<file path="config.mk">
export PLATFORM = sky130hd
export DESIGN_NAME = bus_responder_v35
export DESIGN_NICKNAME = d
export VERILOG_FILES = /design/src/rtl/bus_responder_v35.sv
export SDC_FILE = /design/constraint.sdc
export NUM_CORES = 1
export LEC_CHECK = 0
export BUFFER_PORTS_ARGS = -buffer_cell sky130_fd_sc_hd__buf_2
export CORE_MARGIN = 2
export CORE_UTILIZATION = 51
export DETAILED_ROUTE_END_ITERATION = 10
export GPL_TIMING_DRIVEN = 0
export PLACE_DENSITY = 0.85
export SLEW_MARGIN = 15
export SYNTH_ARGS = -nofsm -noshare
export SYNTH_HDL_FRONTEND = slang
export SYNTH_SLANG_ARGS = --single-unit
</file>
<file path="constraint.sdc">
create_clock -name clk -period 4.05 [get_ports clk]
set_input_delay 0.81 -clock clk [delete_from_list [all_inputs] [get_ports clk]]
set_output_delay 0.81 -clock clk [all_outputs]
set_load 0.02 [all_outputs]
</file>
<file path="src/rtl/bus_responder_v35.sv">
// CPU strobe-cycle to single-request memory/IO bridge with wait-state insertion and a sticky protocol-error flag.
// Latency: request one clk after the strobe edge; ready follows mem_ack after MEM_WAIT/IO_WAIT ce_1 edges.
// Backpressure: mem_req and all mem_* outputs are held until mem_ack; the CPU is stalled by ready=0.
module bus_responder_v35 #(
   parameter int MEM_WAIT = 0,
   parameter int IO_WAIT  = 1
) (
   input  logic        clk,
   input  logic        reset,
   input  logic        ce_1,
   input  logic        ce_2,
   input  logic        r_w,
   input  logic        n_ube,
   input  logic        n_mreq,
   input  logic        n_mstb,
   input  logic        n_iostb,
   input  logic [19:0] addr,
   input  logic [15:0] cpu_dout,
   output logic [15:0] cpu_din,
   output logic        ready,
   output logic        mem_req,
   input  logic        mem_ack,
   output logic        mem_io,
   output logic        mem_we,
   output logic [18:0] mem_addr,
   output logic [1:0]  mem_be,
   output logic [15:0] mem_wdata,
   input  logic [15:0] mem_rdata,
   output logic        bus_error
);

   typedef enum logic [2:0] {
      IDLE  = 3'd0,
      REQ   = 3'd1,
      WAIT  = 3'd2,
      HOLD  = 3'd3,
      DRAIN = 3'd4
   } state_t;

   localparam logic [3:0] MEM_WAIT_CNT = 4'(MEM_WAIT);
   localparam logic [3:0] IO_WAIT_CNT  = 4'(IO_WAIT);

   state_t      state, state_nxt;
   logic [3:0]  cnt, cnt_nxt;
   logic        ready_nxt;
   logic        mem_req_nxt;
   logic        mem_io_nxt;
   logic        mem_we_nxt;
   logic [18:0] mem_addr_nxt;
   logic [1:0]  mem_be_nxt;
   logic [15:0] mem_wdata_nxt;
   logic [15:0] cpu_din_nxt;
   logic        bus_error_nxt;

   logic        mem_strb;
   logic        io_strb;
   logic        one_strb;
   logic        any_strb;
   logic        cyc_strb;
   logic [3:0]  ack_wait;
   logic        unused_ce_2;

   // ce_2 is part of the CPU phase interface but wait counting only needs ce_1.
   assign unused_ce_2 = ce_2;

   assign mem_strb = ~n_mstb;
   assign io_strb  = ~n_iostb;
   assign one_strb = mem_strb ^ io_strb;
   assign any_strb = mem_strb | io_strb;
   // Strobe belonging to the cycle in flight; its release mid-cycle is the violation.
   assign cyc_strb = mem_io ? io_strb : mem_strb;
   assign ack_wait = mem_io ? IO_WAIT_CNT : MEM_WAIT_CNT;

   always_comb begin
      state_nxt     = state;
      cnt_nxt       = cnt;
      ready_nxt     = ready;
      mem_req_nxt   = mem_req;
      mem_io_nxt    = mem_io;
      mem_we_nxt    = mem_we;
      mem_addr_nxt  = mem_addr;
      mem_be_nxt    = mem_be;
      mem_wdata_nxt = mem_wdata;
      cpu_din_nxt   = cpu_din;
      bus_error_nxt = bus_error;

      case (state)
         IDLE: begin
            if (one_strb && !n_mreq) begin
               mem_io_nxt    = io_strb;
               mem_we_nxt    = ~r_w;
               mem_addr_nxt  = addr[19:1];
               mem_be_nxt    = {~n_ube, ~addr[0]};
               mem_wdata_nxt = cpu_dout;
               mem_req_nxt   = 1'b1;
               ready_nxt     = 1'b0;
               state_nxt     = REQ;
            end else if (any_strb) begin
               bus_error_nxt = 1'b1;
            end
         end

         REQ: begin
            if (mem_ack) begin
               mem_req_nxt = 1'b0;
               if (!mem_we) begin
                  cpu_din_nxt = mem_rdata;
               end
            end
            if (!cyc_strb) begin
               bus_error_nxt = 1'b1;
               if (mem_ack) begin
                  ready_nxt = 1'b1;
                  state_nxt = IDLE;
               end else begin
                  state_nxt = DRAIN;
               end
            end else if (mem_ack) begin
               if (ack_wait == 4'd0) begin
                  ready_nxt = 1'b1;
                  state_nxt = HOLD;
               end else begin
                  cnt_nxt   = ack_wait;
                  state_nxt = WAIT;
               end
            end
         end

         WAIT: begin
            if (!cyc_strb) begin
               bus_error_nxt = 1'b1;
               cnt_nxt       = 4'd0;
               ready_nxt     = 1'b1;
               state_nxt     = IDLE;
            end else if (ce_1) begin
               if (cnt <= 4'd1) begin
                  cnt_nxt   = 4'd0;
                  ready_nxt = 1'b1;
                  state_nxt = HOLD;
               end else begin
                  cnt_nxt = cnt - 4'd1;
               end
            end
         end

         HOLD: begin
            if (!any_strb) begin
               state_nxt = IDLE;
            end
         end

         DRAIN: begin
            if (mem_ack) begin
               mem_req_nxt = 1'b0;
               ready_nxt   = 1'b1;
               state_nxt   = IDLE;
            end
         end

         default: begin
            state_nxt = IDLE;
         end
      endcase
   end

   always_ff @(posedge clk or posedge reset) begin
      if (reset) begin
         state     <= IDLE;
         cnt       <= 4'd0;
         ready     <= 1'b1;
         mem_req   <= 1'b0;
         mem_io    <= 1'b0;
         mem_we    <= 1'b0;
         mem_addr  <= 19'd0;
         mem_be    <= 2'b00;
         mem_wdata <= 16'h0000;
         cpu_din   <= 16'h0000;
         bus_error <= 1'b0;
      end else begin
         state     <= state_nxt;
         cnt       <= cnt_nxt;
         ready     <= ready_nxt;
         mem_req   <= mem_req_nxt;
         mem_io    <= mem_io_nxt;
         mem_we    <= mem_we_nxt;
         mem_addr  <= mem_addr_nxt;
         mem_be    <= mem_be_nxt;
         mem_wdata <= mem_wdata_nxt;
         cpu_din   <= cpu_din_nxt;
         bus_error <= bus_error_nxt;
      end
   end

   // A pending request must present a frozen address/control set to the downstream side.
   a_req_stable: assert property (@(posedge clk) disable iff (reset)
      (mem_req && !mem_ack) |=> ($stable(mem_addr) && $stable(mem_be) && $stable(mem_we)
                                 && $stable(mem_io) && $stable(mem_wdata)));

   a_req_not_ready: assert property (@(posedge clk) disable iff (reset)
      mem_req |-> !ready);

endmodule
</file>
# Word level (Yosys, flattened, before mapping)

Cells that the tools add are included.

Bits in registers: 65
Bits of input ports: 62
Logic and storage cells: 92

$add $sub $neg: 1
Order comparisons: 1
Equality and inequality tests: 18
Mux-type cells: 36
Bitwise operators: 8
Reductions and logical operators: 17

Operators with widths:

| cell                  | count |
|---|---|
| $mux W3               | 9 |
| $mux W4               | 6 |
| $ne A2 B2 Y1 const B  | 9 |
| $mux W1               | 16 |
| $pmux W3 S5           | 1 |
| $ne A3 B3 Y1 const B  | 4 |
| $reduce_and A6 Y1     | 2 |
| $pmux W4 S2           | 1 |
| $eq A3 B2 Y1 const B  | 2 |
| $not A1 Y1            | 6 |
| $reduce_and A3 Y1     | 2 |
| $reduce_bool A2 Y1    | 3 |
| $reduce_and A5 Y1     | 1 |
| $le A4 B1 Y1 const B  | 1 |
| $logic_not A4 Y1      | 1 |
| $pmux W1 S2           | 2 |
| $pmux W1 S4           | 1 |
| $reduce_and A4 Y1     | 1 |
| $reduce_bool A4 Y1    | 1 |
| $reduce_or A2 Y1      | 2 |
| $sub A4 B1 Y4 const B | 1 |
| $eq A3 B1 Y1 const B  | 1 |
| $eq A3 B3 Y1 const B  | 1 |
| $logic_not A3 Y1      | 1 |
| other kinds (6)       | 6 |

# Longest topological paths before layout

Gate-level depths: netlist (run 1).

Word-level depth: 6
Gate-level depth with buffers: 6
Depth with buffers taken out: 6

# Worst setup path before layout (run 1)

OpenSTA, ideal clock, no wires.

Path type: input to register
From: in n_mstb
To: reg mem_addr[11]
Arrival time: 1825 ps
Path slack: 2101 ps
Cell stages on the path: 4
Path buffers: 1
Cell sequence: ha_1 > nand3b_2 > buf_2 > mux2_2

Longest elaborated chain between the ends: 4

RTL lines:

| what                        | RTL line | source |
|---|---|---|
| start, declared             | 15       | `input logic n_mstb,` |
| $not A1 Y1                  | 66       | `assign mem_strb = ~n_mstb;` |
| $xor A1 B1 Y1               | 68       | `assign one_strb = mem_strb ^ io_strb;` |
| $logic_and A1 B1 Y1         | 89       | `if (one_strb && !n_mreq) begin` |
| $reduce_and A2 Y1 (no line) | n/a      |  |
| end signal, assigned        | 186      | `mem_addr <= mem_addr_nxt;` |
| end, declared               | 25       | `output logic [18:0] mem_addr,` |

Every way passes these cells.
A chain may end at the register's enable or synchronous reset.

# Worst setup path in the final report (run 1)

From: in n_mstb
To: reg mem_wdata[7]

Longest elaborated chain between the ends: 4

RTL lines:

| what                        | RTL line | source |
|---|---|---|
| $not A1 Y1                  | 66       |  |
| $xor A1 B1 Y1               | 68       |  |
| $logic_and A1 B1 Y1         | 89       |  |
| $reduce_and A2 Y1 (no line) | n/a      |  |
| end signal, assigned        | 188      | `mem_wdata <= mem_wdata_nxt;` |
| end, declared               | 27       | `output logic [15:0] mem_wdata,` |

Every way passes these cells.

==> results of run 1 <==
==> per-stage QoR <==
stage | instances | area [sq um] | setup WS, ns | power (mW) | hold slack (ns)
4_1_cts | 406 | 3707 | 2.150 | 3.145 | 0.4512
3_5_place_dp | 391 | 3497 | 1.781 | 2.543 | 0.4666
2_1_floorplan | 202 | 2796 | 1.615 | 2.076 | 0.4999
5_1_grt | 406 | 3707 | 2.079 | 3.306 | 0.4768
6_report | 406 | 3707 | 2.159 | 3.124 | 0.4546
3_3_place_gp | 390 | 3475 | 0.8994 | 2.474 | 0.4615
==> final cells by class <==
cell class              count  share of cell area
multi-input cells         123              0.2963
plain buffers               9             0.01384
clock buffers              12             0.03915
clock inverters             3             0.01755
inverters                   5            0.005737
repair buffers            119              0.1647
well taps                  70             0.02362
flip-flops and latches     65              0.4391
==> power by group through the flow <==
stage | Sequential, mW | Clock, mW | Combinational, mW
floorplan | 1.50 | 0 | 0.577
global placement | 1.13 | 0 | 1.35
detailed placement | 1.15 | 0 | 1.39
CTS | 1.14 | 0.605 | 1.40
global route | 1.19 | 0.631 | 1.49
finish | 1.15 | 0.596 | 1.38
==> layer usage <==
layer | share of wire | vias up
met3 | 0.094 | 11
met5 | 0 | -
met2 | 0.50 | 109
li1 | - | 984
met1 | 0.39 | 1002
met4 | 0.017 | 0
==> logic make-up (layout without fill, tap and decap cells) <==
group | count (synthesis) | in the layout
AND/OR/NAND/NOR | 34 | 34
AO/OA/AOI/OAI | 27 | 27
adder cells (fa/ha/maj) | 3 | 3
buffers and inverters | 14 | 148
multiplexers | 58 | 58
XOR/XNOR | 1 | 1
flip-flops | 65 | 65
==> Yosys cell counts (all sizes together) <==
cell / instances
nor4b: 1
o21ai: 6
o21a: 1
nand2b: 5
nand3b: 1
o21bai: 1
o41ai: 1
a31oi: 2
or3b: 1
ha: 3
nor3b: 2
nand3: 2
inv: 5
a21o: 1
a22oi: 1
nor2b: 3
o31ai: 3
mux2: 55
a211oi: 1
mux2i: 3
a2bb2oi: 1
dfrtp: 64
o211ai: 4
o22a: 1
a21oi: 3
xor2: 1
nand2: 7
nor4bb: 1
nor3: 6
nor2: 5
buf: 9
a32oi: 1
dfstp: 1
==> sequential cells by signal, summed over array words and instances, names as in the netlist <==
name,cells
mem_req,1
ready,1
mem_be,2
mem_addr,19
cnt,4
bus_error,1
cpu_din,16
mem_io,1
state,3
mem_we,1
mem_wdata,16
==> layout by cell type, fill, tap and decap left out, types with 2 or more instances in the layout <==
master	instances
buf_2	126
dfrtp_1	64
mux2_2	47
clkbuf_8	10
nand2_1	7
mux2_1	7
o21ai_0	6
nand2b_1	5
nor2_1	4
inv_1	4
o211ai_1	4
nor2b_1	3
o31ai_1	3
nor3_2	3
mux2i_1	3
a21oi_1	3
nor3_1	3
ha_1	3
a31oi_1	2
nand3_1	2
clkbuf_1	2
bufinv_16	2
==> worst min-delay path by stage <==
stage,start,end,slack (ns),depth (start not counted)
4_1_cts,reset,cpu_din[9],0.45,2
3_5_place_dp,mem_be[0],mem_be[0],0.47,2
6_report,reset,cpu_din[9],0.45,2
2_1_floorplan,cnt[3],cnt[3],0.50,2
5_1_grt,reset,cpu_din[9],0.48,2
3_3_place_gp,mem_be[1],mem_be[1],0.46,2
==> worst reg2reg max path: cells and delay by family, from the launching register on <==
kind | cells | cell delay, ns
multiplexers | 2 | 0.82
flip-flops | 1 | 0.50
AO/OA/AOI/OAI | 1 | 0.22
AND/OR/NAND/NOR | 1 | 0.18
==> metrics.cfg, run 1 <==
[outcome]
status=finished, final reports clean

[critical_path]
crit_path_cell_trace=buf_2, ha_1, nand3b_2, buf_2, mux2_2
required_ns=4.27
worstPathMaxFanout=10
worstRegToRegCells=4
cp_data_arrival_time_ns=2.11
endpoint=mem_wdata[7]
critPathSlowestCell=mux2_2
r2r_slack_ns=2.23
max_stage_delay_ns=0.37
rr_startpoint=mem_io
cp-startpoint=n_mstb
start_kind=primary input
path_buf_inv=2
timing.rr.end=state[0]
crit_type=primary input to flip-flop
cp_common_cell=buf_2
crit_family=buffers and inverters
cp_num_cells=5
cp-end-kind=flip-flop

[place]
dp.final_hpwl_microns=4626
gp_congestion=0.8691
io_buffers=118

[layout]
utilization=0.7123
ff_latch_area_sq_um=1628
multi_input_area_sq_um=1099
antenna_cells=0
final_layout_size_suffix_gt1_frac=0.5863
area_growth_pct=32.57
nets=397
nFillCells=369

[routing]
firstDrtPassIters=4
drc=0
via_per_inst=5.187
drt_iter0_drc=83
drt-total-wl_microns=6198
vias=2106
wl_per_cell_microns=15.27
drtAntennaViolNets=0

[synthesis]
synth-seq-cells=65
netlist_area_sq_um=2796
postSynthCellCount=202
synthSimpleGateAreaFrac=0.07740
synth-xor-area-share=0.003132
synth_cell_types=39
synth_top_family_by_area=multiplexers
synth_adder_area_share=0.01342
avgSynthCellArea_sq_um=13.84
yosys.area.top_type=dfrtp_1
synth_area_leaders=dfrtp_1, mux2_2, mux2_1
synth_warnings=0
seq_area_frac_synth=0.5821
synth_compound_area_frac=0.06532
syn-num-nets=267
synth_top_area_frac=0.5727
synthMuxAreaShare=0.2336

[pwr]
pwr-share-comb=0.443
p_sw_frac=0.3850
p_int_mw=1.921
p_sw_mw=1.203
vdd_drop_max_mv=0.5003
p_leak_nw=1.828
p_per_area_nw_per_um2=842.7
clkPwrFrac=0.191
seqPwrFrac=0.367

[sta]
period_share=0.4669
rsz0062_at_grt=no
maxSlewViolCount=0
setup_viol=0
hold_violations=0
skew_ns=0.006553
maxSlewHeadroom=0.6811
max_freq_mhz=528.8
tightest_slew_ns=0.4650
fin_tns_setup_ns=0
timing.final.crit_period_ns=1.891

[cts]
numCtsBuffers=9
cts.sinks=65
htree_levels=3
cts-root-buf=clkbuf_8
cts_hold_buf=0
cts_resized=0
worstSkewPairLatency_ns=0.33
cts_max_path_buffers=2
clk_pin_slew_worst_paths_ns=0.07
postCtsSetupBuffers=0
cts_tree=done

[floorplanning]
start_util=0.5373
die_h_microns=78.05
io_pins=120
num_rows=26
dieArea_sq_um=6092
die_w_microns=78.05
core_sq_um=5205

[min_path]
min_path_type=primary input to asynchronous set/reset pin

[global_route]
grt_pass1_wl_microns=9977
grt_pass1_vias=2207
grtUsageMet2=0.3517
gr-max-usage-layer=met2
grt_util_met3=0.06782
grt_usage=0.2125
grt_max_degree=39
antenna_found_initial=0
use_met1=0.2428
grt-ovfl-total=0

[flow_run]
drv_cap=0

Power figures use the tool's default switching activity.
==> run 2: changes to the inputs <==
--- a/config.mk
+++ b/config.mk
@@ -5,12 +5,13 @@
 export SDC_FILE = /design/constraint.sdc
 export NUM_CORES = 1
 export LEC_CHECK = 0
+export ABC_AREA = 1
 export BUFFER_PORTS_ARGS = -buffer_cell sky130_fd_sc_hd__buf_2
 export CORE_MARGIN = 2
-export CORE_UTILIZATION = 51
+export CORE_UTILIZATION = 43
 export DETAILED_ROUTE_END_ITERATION = 10
 export GPL_TIMING_DRIVEN = 0
-export PLACE_DENSITY = 0.85
+export PLACE_DENSITY = 0.76
 export SLEW_MARGIN = 15
 export SYNTH_ARGS = -nofsm -noshare
 export SYNTH_HDL_FRONTEND = slang
==> constraint.sdc (replaced) <==
create_clock -name clk -period 1.7 [get_ports clk]
set_input_delay 0.34 -clock clk [delete_from_list [all_inputs] [get_ports clk]]
set_output_delay 0.34 -clock clk [all_outputs]
set_load 0.02 [all_outputs]
==> metrics.cfg, run 2 <==
[critical_path]
cp_data_arrival_time_ns=1.77
worstPathMaxFanout=10
cp-end-kind=flip-flop
crit_type=flip-flop to flip-flop
path_buf_inv=4
timing.rr.end=mem_wdata[2]
worstRegToRegCells=9
crit_path_cell_trace=nor2_1, inv_1, nor2_1, inv_2, nor2_4, inv_2, clkbuf_2, nand2_1, nand2_1
rr_startpoint=state[1]
start_kind=flip-flop
r2r_slack_ns=0.15
required_ns=1.93
max_stage_delay_ns=0.46
crit_family=simple AND/OR/NAND/NOR gates
critPathSlowestCell=dfrtp_2

[cts]
cts_max_path_buffers=2
cts_resized=0
worstSkewPairLatency_ns=0.34
cts_tree=done
clk_pin_slew_worst_paths_ns=0.08
cts-root-buf=clkbuf_8
postCtsSetupBuffers=0
htree_levels=3
numCtsBuffers=9
cts_hold_buf=0
cts.sinks=65

[sta]
fin_hold_ws_ns=0.03941
setup_viol=0
maxSlewViolCount=0
skew_ns=0.006857
max_freq_mhz=646.8
rsz0062_at_grt=no
fin_tns_setup_ns=0
tightest_slew_ns=0.5261
period_share=0.9095
hold_violations=0
timing.final.crit_period_ns=1.546
maxSlewHeadroom=0.6485

[min_path]
min_path_type=primary input to asynchronous set/reset pin

[layout]
fin_area_sq_um=3805
largest_register_ffs=19
reg.largest.list=mem_addr (19), cpu_din (16), mem_wdata (16)
final_layout_size_suffix_gt1_frac=0.3862
final_cell_mix=nand2_1, buf_2, dfrtp_1, inv_1
antenna_cells=0
nFillCells=584
top_register=mem_addr
area_growth_pct=33.49
final_common_cell=nand2_1
nets=508

[routing]
wl_per_cell_microns=12.26
drtAntennaViolNets=0
via_per_inst=4.632
drc=0
vias=2432
drt_iter0_drc=70
firstDrtPassIters=5
drt-total-wl_microns=6436

[synthesis]
yosysMostFrequentCell=nand2_1
postSynthCellCount=312
syn-num-nets=377
synth-seq-cells=65
avgSynthCellArea_sq_um=9.135
ys.flop_type=dfrtp_1
seq_area_frac_synth=0.5711
synth_area_leaders=dfrtp_1, nand2_1, mux2_4
synth_warnings=0
netlist_area_sq_um=2850
yosys.area.top_type=dfrtp_1
synth_top_area_frac=0.5619
synth_edf_count=0
synthArstFlopShare=1.000
ys_top_cells_by_count=nand2_1, dfrtp_1, inv_1
synth_cell_types=24

[pwr]
vdd_drop_max_mv=1.258
p_leak_nw=2.191
p_per_area_nw_per_um2=1899

[global_route]
grt_pass1_vias=2391
antenna_found_initial=0
grt_usage=0.1880
grt_max_degree=24
grt-ovfl-total=0
grt_pass1_wl_microns=10740

[flow_run]
drv_cap=0

[outcome]
status=finished, final reports clean

[place]
post_dp_cell_area_sq_um=3596
gp_congestion=0.8995
dp.final_hpwl_microns=4893
io_buffers=118

[floorplanning]
die_h_microns=85.42
core_sq_um=6386
die_w_microns=85.42
num_rows=29
start_util=0.4463
io_pins=120
dieArea_sq_um=7296

-- run 2: cell families after synthesis --
| kind of cell | after synthesis | share of synthesized area |
|---|---|---|
| DFF | 65 | 0.5711 |
| buffers and inverters | 32 | 0.05268 |
| adders and majority gates | 3 | 0.01317 |
| and+or+nand+nor | 182 | 0.2594 |
| muxes | 16 | 0.07638 |
| xor gates and xnor gates | 1 | 0.003073 |
| AOI/OAI and AO/OA | 13 | 0.02415 |
-- run 2: worst max-delay path by stage --
stage,from,to,cells after the start
final,state[1],mem_wdata[2],9
after global routing,state[1],mem_wdata[0],9
after CTS,state[1],mem_wdata[2],9
after detailed placement,n_mstb,mem_wdata[0],8
after global placement,state[1],mem_addr[0],9
after floorplan,cnt[0],state[1],11
-- run 2: per-stage QoR --
stage / cells / util / power, mW / worst slack [ns]
final: 525 / 0.5958 / 7.225 / 0.1538
after global routing: 525 / 0.5958 / 7.772 / 0.01157
after CTS: 525 / 0.5925 / 7.261 / 0.07209
after detailed placement: 509 / 0.5631 / 5.974 / 0.06574
after global placement: 507 / 0.5545 / 5.860 / 0.09367
after floorplan: 312 / - / 4.892 / 0.2902
-- run 2: layout make-up --
| class | instances | area (sq um) | share of cell area |
|---|---|---|---|
| clock buffer | 11 | 131.4 | 0.03453 |
| timing repair buffer | 120 | 645.6 | 0.1697 |
| sequential | 65 | 1630 | 0.4285 |
| tap | 77 | 96.34 | 0.02532 |
| multi-input combinational | 215 | 1085 | 0.2851 |
| clock inverter | 5 | 56.30 | 0.01480 |
| buffer | 9 | 70.07 | 0.01841 |
| inverter | 23 | 90.09 | 0.02368 |
-- run 2: report_power, final --
group,switching [mW],total [mW],internal (mW)
Sequential,0.396,2.65,2.25
Clock,0.599,1.27,0.676
Combinational,2.05,3.30,1.25
Total,3.05,7.23,4.18
-- run 2: per-layer routing --
layer | track usage | wire length [microns] | vias to the layer above
li1 | - | - | 1229
met1 | 0.2333 | 2845 | 1088
met2 | 0.2969 | 2949 | 100
met3 | 0.05739 | 469 | 15
met4 | 0.09668 | 171 | 0
met5 | 0 | 0 | -
==> run 3: changes to the inputs <==
--- a/config.mk
+++ b/config.mk
@@ -5,7 +5,7 @@
 export SDC_FILE = /design/constraint.sdc
 export NUM_CORES = 1
 export LEC_CHECK = 0
-export ABC_AREA = 1
+export ABC_AREA = 0
 export BUFFER_PORTS_ARGS = -buffer_cell sky130_fd_sc_hd__buf_2
 export CORE_MARGIN = 2
 export CORE_UTILIZATION = 43
==> metrics.cfg, run 3 (synthesized netlist as in run 1, its figures left out) <==
[sta]
fin_hold_ws_ns=0.1303
maxSlewViolCount=0
tightest_slew_ns=0.7127
skew_ns=0.007536
maxSlewHeadroom=0.5238
setup_viol=0
rsz0062_at_grt=yes
period_share=0.9699
max_freq_mhz=606.5
hold_violations=0
timing.final.crit_period_ns=1.649

[place]
io_buffers=118
dp.final_hpwl_microns=4421
gp_congestion=0.8434
post_dp_cell_area_sq_um=3507

[layout]
nets=400
largest_register_ffs=19
utilization=0.5999
final_common_cell=buf_2
top_register=mem_addr
ff_latch_area_sq_um=1633
area_growth_pct=35.44
final_cell_mix=buf_2, dfrtp_1, mux2_2, clkbuf_8
nFillCells=536
fin_area_sq_um=3787
reg.largest.list=mem_addr (19), cpu_din (16), mem_wdata (16)
multi_input_area_sq_um=1141
final_layout_size_suffix_gt1_frac=0.6224
antenna_cells=0

[cts]
cts_tree=done
cts-root-buf=clkbuf_8
htree_levels=3
cts.sinks=65
cts_max_path_buffers=2
worstSkewPairLatency_ns=0.32
numCtsBuffers=9
cts_hold_buf=0
clk_pin_slew_worst_paths_ns=0.07

[critical_path]
cp_data_arrival_time_ns=1.85
crit_type=flip-flop to flip-flop
worstPathMaxFanout=7
required_ns=1.90
start_kind=flip-flop
cp-end-kind=flip-flop

[floorplanning]
num_rows=29
dieArea_sq_um=7165
die_w_microns=84.65
io_pins=120
die_h_microns=84.65
core_sq_um=6314
start_util=0.4429

[pwr]
p_sw_mw=2.869
seqPwrFrac=0.367
clkPwrFrac=0.185
p_leak_nw=1.861
p_sw_frac=0.3833
pwr-share-comb=0.448
finalPower_mw=7.483
p_per_area_nw_per_um2=1976
vdd_drop_max_mv=0.9692
p_int_mw=4.614

[routing]
via_per_inst=5.065
wl_per_cell_microns=14.41
drt_iter0_drc=61
drt-total-wl_microns=5995
vias=2107
drtAntennaViolNets=0
firstDrtPassIters=4
drc=0

[global_route]
grt_max_degree=35
grt_pass1_wl_microns=9687
grt_usage=0.1712
grt_pass1_vias=2065
grt-ovfl-total=0
antenna_found_initial=0

[min_path]
min_path_type=primary input to asynchronous set/reset pin

[flow_run]
drv_cap=0

[outcome]
status=finished, final reports clean

run 3: worst paths after layout:
kind                         startpoint  slack, ns       endpoint  cells after the start
max reg2reg                    state[0]       0.05         cnt[1]                      5
min in group clk                addr[0]       0.21      mem_be[0]                      2
min                               reset       0.13  mem_wdata[11]                      2
max in group asynchronous         reset       0.97       state[2]                      3
max                            state[0]       0.05         cnt[1]                      5
min reg2reg                mem_addr[10]       0.49   mem_addr[10]                      1
run 3: layout make-up:
type | instances | share of cell area
tap | 77 | 0.02544
clock buffer | 9 | 0.03271
multi-input combinational | 123 | 0.3013
inverter | 5 | 0.005946
sequential | 65 | 0.4311
clock inverter | 6 | 0.02213
timing repair buffer | 122 | 0.1672
buffer | 9 | 0.01421
run 3: layer usage:
layer	vias up	track usage	wire length (microns)
met5	-	0	0
met4	0	0.05772	53
met3	4	0.05801	327
met2	74	0.2856	3098
met1	1039	0.2087	2516
li1	990	-	-
run 3: stage by stage:
stage	worst slack [ns]	std cells	setup TNS, ns
after floorplan	0.08751	202	0
after global placement	-0.1031	397	-3.270
after detailed placement	-0.1233	398	-3.610
after CTS	0.01250	414	0
after global routing	-0.01984	416	-0.01990
final	0.05118	416	0
run 3: power by group through the flow:
stage                     logic, mW  clock network [mW]  registers [mW]
after global placement         3.22                   0            2.69
after floorplan                1.38                   0            3.57
after detailed placement       3.28                   0            2.75
after CTS                      3.32                1.43            2.73
after global routing           3.61                1.49            2.85
final                          3.35                1.38            2.75
run 3: worst max-delay path, cell delays in order (launching register included):
cell and delay (ns):
dfrtp_2 0.46, or3b_1 0.37, buf_2 0.18, nor3_2 0.14, nor3_2 0.08, mux2_4 0.30
run 3: what timing repair did:
action	in CTS	in global routing
hold endpoints to repair	0	0
setup endpoints to repair	14	50
pin swaps	1	5
resized for setup	3	10
buffers inserted	1	2
